===== src/rtl/crc_attach_if.sv =====
// Serial payload-in / payload+CRC-out bundle for crc_attach.
// The master side drives payload bits; the slave side (the CRC block) drives the output stream.
interface crc_attach_if;
  logic in_valid;
  logic in_data;
  logic in_start;
  logic in_block_size;
  logic in_ready;
  logic CRC_start;
  logic CRC_data;
  logic CRC_valid;
  logic block_size;
  logic done;

  modport master (
    output in_valid, in_data, in_start, in_block_size,
    input  in_ready, CRC_start, CRC_data, CRC_valid, block_size, done
  );

  modport slave (
    input  in_valid, in_data, in_start, in_block_size,
    output in_ready, CRC_start, CRC_data, CRC_valid, block_size, done
  );
endinterface


===== src/rtl/crc_attach.sv =====
// Serial CRC24A attach: forwards a payload bitstream one cycle late, then appends the CRC MSB first.
//
// state   | meaning
// IDLE    | waiting for in_start with in_valid; other accepted bits are dropped
// PAYLOAD | folding payload bits into the CRC and forwarding them
// APPEND  | shifting out the CRC register, one bit per cycle
// DONE    | last CRC bit on the output; done pulses on the following cycle
module crc_attach #(
  parameter int                 LARGE_K = 6144,
  parameter int                 SMALL_K = 1056,
  parameter int                 CRC_LEN = 24,
  parameter logic [CRC_LEN-1:0] POLY    = 24'h864CFB
) (
  input logic         clk,
  input logic         reset,
  crc_attach_if.slave bus
);

  localparam int CNT_W = ($clog2(LARGE_K + 1) < 13) ? 13 : $clog2(LARGE_K + 1);
  localparam logic [CNT_W-1:0] LAST_LARGE = CNT_W'(LARGE_K - CRC_LEN - 1);
  localparam logic [CNT_W-1:0] LAST_SMALL = CNT_W'(SMALL_K - CRC_LEN - 1);
  localparam logic [CNT_W-1:0] APPEND_TC  = CNT_W'(CRC_LEN - 1);

  typedef enum logic [1:0] {
    IDLE    = 2'd0,
    PAYLOAD = 2'd1,
    APPEND  = 2'd2,
    DONE    = 2'd3
  } state_t;

  state_t             state_q, state_d;
  logic [CRC_LEN-1:0] crc_q, crc_d;
  logic [CNT_W-1:0]   cnt_q, cnt_d;
  logic               ready_q, ready_d;
  logic               start_q, start_d;
  logic               data_q, data_d;
  logic               valid_q, valid_d;
  logic               bs_q, bs_d;
  logic               done_q, done_d;

  logic               accept;
  logic [CNT_W-1:0]   payload_last;

  function automatic logic [CRC_LEN-1:0] crc_step(input logic [CRC_LEN-1:0] crc,
                                                  input logic d);
    logic fb;
    fb = d ^ crc[CRC_LEN-1];
    return {crc[CRC_LEN-2:0], 1'b0} ^ (fb ? POLY : '0);
  endfunction

  assign accept       = bus.in_valid & ready_q;
  assign payload_last = bs_q ? LAST_LARGE : LAST_SMALL;

  always_comb begin
    state_d = state_q;
    crc_d   = crc_q;
    cnt_d   = cnt_q;
    bs_d    = bs_q;
    start_d = 1'b0;
    data_d  = 1'b0;
    valid_d = 1'b0;
    done_d  = 1'b0;

    unique case (state_q)
      IDLE: begin
        if (accept && bus.in_start) begin
          bs_d    = bus.in_block_size;
          crc_d   = crc_step('0, bus.in_data);
          cnt_d   = CNT_W'(1);
          start_d = 1'b1;
          data_d  = bus.in_data;
          valid_d = 1'b1;
          state_d = PAYLOAD;
        end
      end
      PAYLOAD: begin
        if (accept) begin
          crc_d   = crc_step(crc_q, bus.in_data);
          data_d  = bus.in_data;
          valid_d = 1'b1;
          // counter is reused as the APPEND down-counter once the payload ends
          if (cnt_q == payload_last) begin
            cnt_d   = APPEND_TC;
            state_d = APPEND;
          end else begin
            cnt_d = cnt_q + 1'b1;
          end
        end
      end
      APPEND: begin
        data_d  = crc_q[CRC_LEN-1];
        valid_d = 1'b1;
        crc_d   = {crc_q[CRC_LEN-2:0], 1'b0};
        if (cnt_q == '0) begin
          state_d = DONE;
        end else begin
          cnt_d = cnt_q - 1'b1;
        end
      end
      DONE: begin
        done_d  = 1'b1;
        cnt_d   = '0;
        state_d = IDLE;
      end
      default: state_d = IDLE;
    endcase

    ready_d = (state_d == IDLE) || (state_d == PAYLOAD);
  end

  always_ff @(posedge clk or negedge reset) begin
    if (!reset) begin
      state_q <= IDLE;
      crc_q   <= '0;
      cnt_q   <= '0;
      ready_q <= 1'b0;
      start_q <= 1'b0;
      data_q  <= 1'b0;
      valid_q <= 1'b0;
      bs_q    <= 1'b0;
      done_q  <= 1'b0;
    end else begin
      state_q <= state_d;
      crc_q   <= crc_d;
      cnt_q   <= cnt_d;
      ready_q <= ready_d;
      start_q <= start_d;
      data_q  <= data_d;
      valid_q <= valid_d;
      bs_q    <= bs_d;
      done_q  <= done_d;
    end
  end

  assign bus.in_ready   = ready_q;
  assign bus.CRC_start  = start_q;
  assign bus.CRC_data   = data_q;
  assign bus.CRC_valid  = valid_q;
  assign bus.block_size = bs_q;
  assign bus.done       = done_q;

endmodule

===== src/flat_wrapper.sv =====
// flat-port wrapper written by rule: the top's interface ports become plain ports
module crc_attach_flat 
#(
  parameter int                 LARGE_K = 6144,
  parameter int                 SMALL_K = 1056,
  parameter int                 CRC_LEN = 24,
  parameter logic [CRC_LEN-1:0] POLY    = 24'h864CFB
)
  (clk, reset, bus_in_valid, bus_in_data, bus_in_start, bus_in_block_size, bus_in_ready, bus_CRC_start, bus_CRC_data, bus_CRC_valid, bus_block_size, bus_done);
  crc_attach_if bus_i ();
  input logic clk;
  input logic reset;
  input wire logic [$bits(bus_i.in_valid)-1:0] bus_in_valid;
  input wire logic [$bits(bus_i.in_data)-1:0] bus_in_data;
  input wire logic [$bits(bus_i.in_start)-1:0] bus_in_start;
  input wire logic [$bits(bus_i.in_block_size)-1:0] bus_in_block_size;
  output wire logic [$bits(bus_i.in_ready)-1:0] bus_in_ready;
  output wire logic [$bits(bus_i.CRC_start)-1:0] bus_CRC_start;
  output wire logic [$bits(bus_i.CRC_data)-1:0] bus_CRC_data;
  output wire logic [$bits(bus_i.CRC_valid)-1:0] bus_CRC_valid;
  output wire logic [$bits(bus_i.block_size)-1:0] bus_block_size;
  output wire logic [$bits(bus_i.done)-1:0] bus_done;
  assign bus_i.in_valid = bus_in_valid;
  assign bus_i.in_data = bus_in_data;
  assign bus_i.in_start = bus_in_start;
  assign bus_i.in_block_size = bus_in_block_size;
  assign bus_in_ready = bus_i.in_ready;
  assign bus_CRC_start = bus_i.CRC_start;
  assign bus_CRC_data = bus_i.CRC_data;
  assign bus_CRC_valid = bus_i.CRC_valid;
  assign bus_block_size = bus_i.block_size;
  assign bus_done = bus_i.done;
  crc_attach #(.LARGE_K(LARGE_K), .SMALL_K(SMALL_K), .CRC_LEN(CRC_LEN), .POLY(POLY)) u_core (.clk(clk), .reset(reset), .bus(bus_i));
endmodule

===== config.mk =====
export PLATFORM = sky130hd
export DESIGN_NAME = crc_attach_flat
export DESIGN_NICKNAME = d
export VERILOG_FILES = /design/src/rtl/crc_attach_if.sv /design/src/rtl/crc_attach.sv /design/src/flat_wrapper.sv
export SDC_FILE = /design/constraint.sdc
export NUM_CORES = 1
export LEC_CHECK = 0
export BUFFER_PORTS_ARGS = -buffer_cell sky130_fd_sc_hd__buf_2
export CAP_MARGIN = 20
export CORE_MARGIN = 1.5
export CORE_UTILIZATION = 55
export CTS_CLUSTER_SIZE = 25
export DETAILED_ROUTE_END_ITERATION = 7
export PLACE_DENSITY = 0.85
export SYNTH_ARGS = -nofsm -noshare
export SYNTH_HDL_FRONTEND = slang
export SYNTH_SLANG_ARGS = --single-unit
export TNS_END_PERCENT = 30

===== constraint.sdc =====
create_clock -name clk -period 2.2 [get_ports clk]
set_clock_uncertainty 0.2 [all_clocks]
set_input_delay 0.22 -clock clk [delete_from_list [all_inputs] [get_ports clk]]
set_output_delay 0.22 -clock clk [all_outputs]
set_load 0.005 [all_outputs]

**After elaboration in Yosys (flattened, before gate mapping)**

Index checks and enable logic that the tools add are counted.

- Output and inout bits: 6
- Bits in registers: 45
- Logic and storage cells: 55
- Bits of input ports: 6

- Add/sub/neg operators: 2
- Eq/ne operators: 8
- Reductions and logical operators: 9
- Mux-type cells: 24
- Bitwise logic cells: 3

Operators by type and width:

| operator | count |
|---|---|
| two-way mux 24 bit | 4 |
| case mux 24 bit (3 select lines) | 1 |
| two-way mux 13 bit | 5 |
| case mux 13 bit (4 select lines) | 1 |
| bitwise XOR 24 bit | 1 |
| adder 13 x 1 -> 13 bit (second input constant) | 1 |
| == test 13 bit | 1 |
| logical NOT 13 bit | 1 |
| subtractor 13 x 1 -> 13 bit (second input constant) | 1 |
| two-way mux 2 bit | 4 |
| case mux 2 bit (4 select lines) | 1 |
| two-way mux 1 bit | 6 |
| case mux 1 bit (3 select lines) | 2 |
| AND reduction 3 bit | 2 |
| == test 2 x 1 -> 1 bit (second input constant) | 2 |
| == test 2 bit (second input constant) | 2 |
| logical NOT 2 bit | 2 |
| != test 2 x 1 -> 1 bit (second input constant) | 2 |
| nonzero test 3 bit | 1 |
| != test 2 bit (second input constant) | 1 |
| AND reduction 2 bit | 1 |
| AND 1 bit | 1 |
| logical AND 1 bit | 1 |
| logical OR 1 bit | 1 |
| bitwise XOR 1 bit | 1 |

**Longest topological paths before layout**

- Depth in word-level cells: 7
- Depth in mapped cells: 9

**Least setup slack after synthesis**

OpenSTA, ideal clock, no wires.

- Kind: register to register
- Start point: register u_core.state_q[1]
- End point: register u_core.cnt_q[0]
- Required time: 1.863 ns
- Arrival time: 1.846 ns
- Setup slack: 0.017 ns
- Clock period less this slack: 2.183 ns
- Cell stages (with the launch flop): 9
- Buffers on the path: 1
- Cells stage by stage: dfrtp_1 > inv_1 > ha_1 > nor2b_1 > o22ai_1 > nand2_1 > buf_6 > a2111oi_0 > nor3_1

- Cells in the longest elaborated chain, start to end: 3

Ends and longest elaborated chain:

| item | line | text |
|---|---|---|
| start: declaration | crc_attach.sv:31 | `state_t state_q, state_d;` |
| start signal: assignment | crc_attach.sv:123 | `state_q <= state_d;` |
| == test 2 bit (tied with other cells) | crc_attach.sv:64 | `unique case (state_q)` |
| != test 2 bit (no line) or != test 2 x 1 -> 1 bit (tied branches) | n/a |  |
| AND reduction 3 bit (no line) | n/a |  |
| end signal: assignment | crc_attach.sv:125 | `cnt_q <= cnt_d;` |
| end: declaration | crc_attach.sv:33 | `logic [CNT_W-1:0] cnt_q, cnt_d;` |

Several ways; a longest one is shown, not always the timed one.
A chain may end at the register's enable or synchronous reset.

**Worst setup path in the final report**

- Start point: register u_core.cnt_q[9]
- End point: register u_core.cnt_q[0]

- Cells in the longest elaborated chain, start to end: 4

Ends and longest elaborated chain:

| item | line | text |
|---|---|---|
| == test 13 bit | crc_attach.sv:82 | `if (cnt_q == payload_last) begin` |
| two-way mux 13 bit | crc_attach.sv:82 |  |
| two-way mux 13 bit | crc_attach.sv:77 | `if (accept) begin` |
| case mux 13 bit (4 select lines) | crc_attach.sv:64 |  |

Several ways; a longest one is shown, not always the timed one. The select of a mux whose other input is x is not followed.

==> flow_metrics.tcl <==
set metrics [dict create \
    status "completed" \
    peakVddDrop_uv 885.9 \
    n_antenna_cell 0 \
    drc_errors 0 \
    drive_gt1_frac 0.2581 \
    finalCritPeriodShare 0.9763 \
    setup_violations 0 \
    dp.cells 391 \
    synth_top_cell_area_share 0.4184 \
    rows 25 \
    via_count 2569 \
    synth_area_mm2 0.002691 \
    nets 354 \
    grt-ovfl-total 0 \
    ys.flop_type "dfrtp_1" \
    worstPathRequired_ns 2.22 \
    placedInstanceArea_mm2 0.002954 \
    wl_per_cell_um 16.85 \
    hold_depth 3 \
    die_h_um 72.95 \
    hold_ws_ns 0.06977 \
    h-tree-depth 2 \
    numCtsBuffers 5 \
    tritoncts "yes" \
    io_pins 12 \
    drt_iter0_drc 248 \
    maxCapViolCount 0 \
    synth_area_per_cell_um2 9.001 \
    first_pass_iters 5 \
    antenna_found_initial 0 \
    ff2ff_path_depth 6 \
    stdcell_area_mm2 0.003182 \
    cp_max_fo 7 \
    grt_pass1_wl_mm 11.31 \
    antenna_left 0 \
    leakage_nw 1.383 \
    max_stage_delay_ns 0.57 \
    rsz0062_at_grt "yes" \
    ys_warn_count 0 \
    nFillCells 366 \
    core_mm2 0.004723 \
    async_reset_ff_frac 1.000 \
    end_kind "flop" \
    synthTopCellsByArea "dfrtp_1 (42%), nand2_1 (7.1%), a22o_1 (4.6%)" \
    cp_slowest_cell "or4_4" \
    worstHoldEndpoint "u_core.bus.CRC_data" \
    r2r_slack_ns 0.05 \
    synth_seq_area_share 0.4184 \
    crit_type "flop to flop" \
    relSlewSlack 0.5977 \
    initial_core_util 0.5698 \
    syn_inst 299 \
    synth_fp_nets 313 \
    place_congestion 0.9757 \
    post-place-ws_ns -0.01413 \
    grt_pass1_vias 2406 \
    finalNonFillerCells 408 \
    synth_edf_count 0 \
    p_per_area_mw_per_mm2 1109 \
    yosysTopAreaCell "dfrtp_1" \
    min_from "bus_in_data" \
    cts_max_path_buffers 2 \
    port_buffers 11 \
    path_cells "or4_4 > o22ai_4 > buf_4 > and2_2 > a2111oi_2 > nor3_1" \
    finalHoldViolations 0 \
    syn2layout_area_growth_pct 18.22 \
    min_path_type "input pin to flop" \
    cts.sinks 45 \
    tightest_slew_ns 0.6034 \
    dp_hpwl_mm 4.792 \
    power_mw 3.527 \
    die_w_um 72.95 \
    drt-total-wl_mm 6.874 \
    track_usage 0.2792 \
    max_freq_ghz 0.4656 \
    r2r_start "u_core.cnt_q[9]" \
    ys_ff_latch 45 \
    regToRegEndpoint "u_core.cnt_q[0]" \
    maxSlewViolCount 0 \
    die-area_mm2 0.005322 \
    fin_crit_ns 2.148 \
    worstPathArrival_ns 2.17 \
    clk_latency_ns 0.31 \
    grt_max_degree 29 \
    root_buffer "clkbuf_8" \
    setup_ws_ns 0.05208 \
    drt-vias-per-instance 6.297 \
    clkTransAtPathRegs_ns 0.08 \
    ys_types 55 \
    startpoint_type "flop" \
]
## kinds of logic after synthesis
group                    Yosys count  share of synthesized area
buffers and inverters             34                    0.06833
XOR/XNOR                           7                    0.02278
adder cells (fa/ha/maj)            8                    0.03719
AO/OA/AOI/OAI                     89                     0.2399
AND/OR/NAND/NOR                  114                     0.2055
multiplexers                       2                   0.007903
flip-flops                        45                     0.4184
## cell usage after synthesis, types with 5 or more instances
library cell  instances
o21ai_0              16
nor3_1                8
nand4_1               6
xnor2_1               5
a21oi_1              12
ha_1                  8
nand3_1              10
dfrtp_1              45
nand2_1              51
o211ai_1             14
nor2_1               19
o22ai_1               6
buf_6                 6
a22o_1               14
inv_1                13
a22oi_1               5
clkbuf_1              9
## through the flow
step	setup TNS, ns	util
after global placement	0	0.6254
after CTS	0	0.6522
after global routing	-0.02270	0.6736
after floorplan	0	-
final	0	0.6736
after detailed placement	-0.01413	0.6254
## critical path, delay by kind of cell (launching register included)
kind	cells	cell delay (ns)
buf+inv	1	0.17
flops	1	0.47
compound gates	2	0.26
simple gates	3	0.96
## layout make-up
class / count / area (µm²) / share of cell area
clock buffer: 5 / 68.82 / 0.02163
timing repair buffer: 54 / 380.4 / 0.1195
multi-input combinational: 220 / 1440 / 0.4526
sequential: 45 / 1131 / 0.3555
inverter: 14 / 56.30 / 0.01770
clock inverter: 3 / 21.27 / 0.006685
tap: 67 / 83.83 / 0.02635
## power breakdown
part           internal, mW  switching (mW)
sequential             1.03           0.163
clock                 0.225           0.302
combinational         0.782            1.02
## layout by cell type (no fill, tap or decap), types with 2 or more instances in the layout
master         count
xor2_1             2
a22oi_1            5
o21ai_1            2
and3_1             2
xnor2_1            5
and3_2             2
ha_1               4
o22ai_1            5
nand2_1           50
a22o_1            14
o21ai_0           14
clkbuf_8           5
a32oi_1            2
nand3_1            9
dfrtp_2            4
nand4_1            6
buf_2             12
dlygate4sd3_1      2
nor3_1             8
clkinvlp_4         2
inv_1             10
o311a_1            3
a31oi_1            4
o211ai_1          14
a21oi_1           12
buf_4             40
inv_2              2
nor2_1            18
ha_2               3
dfrtp_1           41
a221oi_1           2
## timing repair
action	CTS	global route
pin swaps	0	3
gates resized for setup	1	23
buffers inserted	2	4
hold buffers	2	0
cloned	0	1
endpoints found under the setup margin	2	22
endpoints found under the hold margin	27	0
## worst max-delay path by stage
| stage | startpoint | to | slack, ns | depth (start not counted) |
|---|---|---|---|---|
| 6_report | u_core.cnt_q[9] | u_core.cnt_q[0] | 0.05 | 6 |
| 5_1_grt | u_core.cnt_q[9] | u_core.cnt_q[11] | -0.01 | 6 |
| 4_1_cts | u_core.state_q[1] | u_core.cnt_q[0] | 0.03 | 8 |
| 3_5_place_dp | u_core.state_q[0] | u_core.cnt_q[0] | -0.01 | 8 |
| 3_3_place_gp | u_core.cnt_q[9] | u_core.cnt_q[7] | 0.07 | 5 |
| 2_1_floorplan | u_core.state_q[1] | u_core.cnt_q[0] | 0.02 | 8 |
## metal layers
metal | share of wire | vias to the layer above | track usage
met5 | 0 | - | 0
met4 | 0.027 | 0 | 0.1174
met3 | 0.064 | 23 | 0.06630
met2 | 0.50 | 127 | 0.4608
met1 | 0.41 | 1241 | 0.3516
li1 | - | 1178 | -
## flip-flops by register name, summed over array words and instances (netlist names)
signal	flops
u_core.bus.done	1
u_core.bus.block_size	1
u_core.crc_q	24
u_core.cnt_q	13
u_core.bus.CRC_data	1
u_core.state_q	2
u_core.bus.CRC_start	1
u_core.bus.CRC_valid	1
u_core.bus.in_ready	1
(Power assumes the default switching activity.)
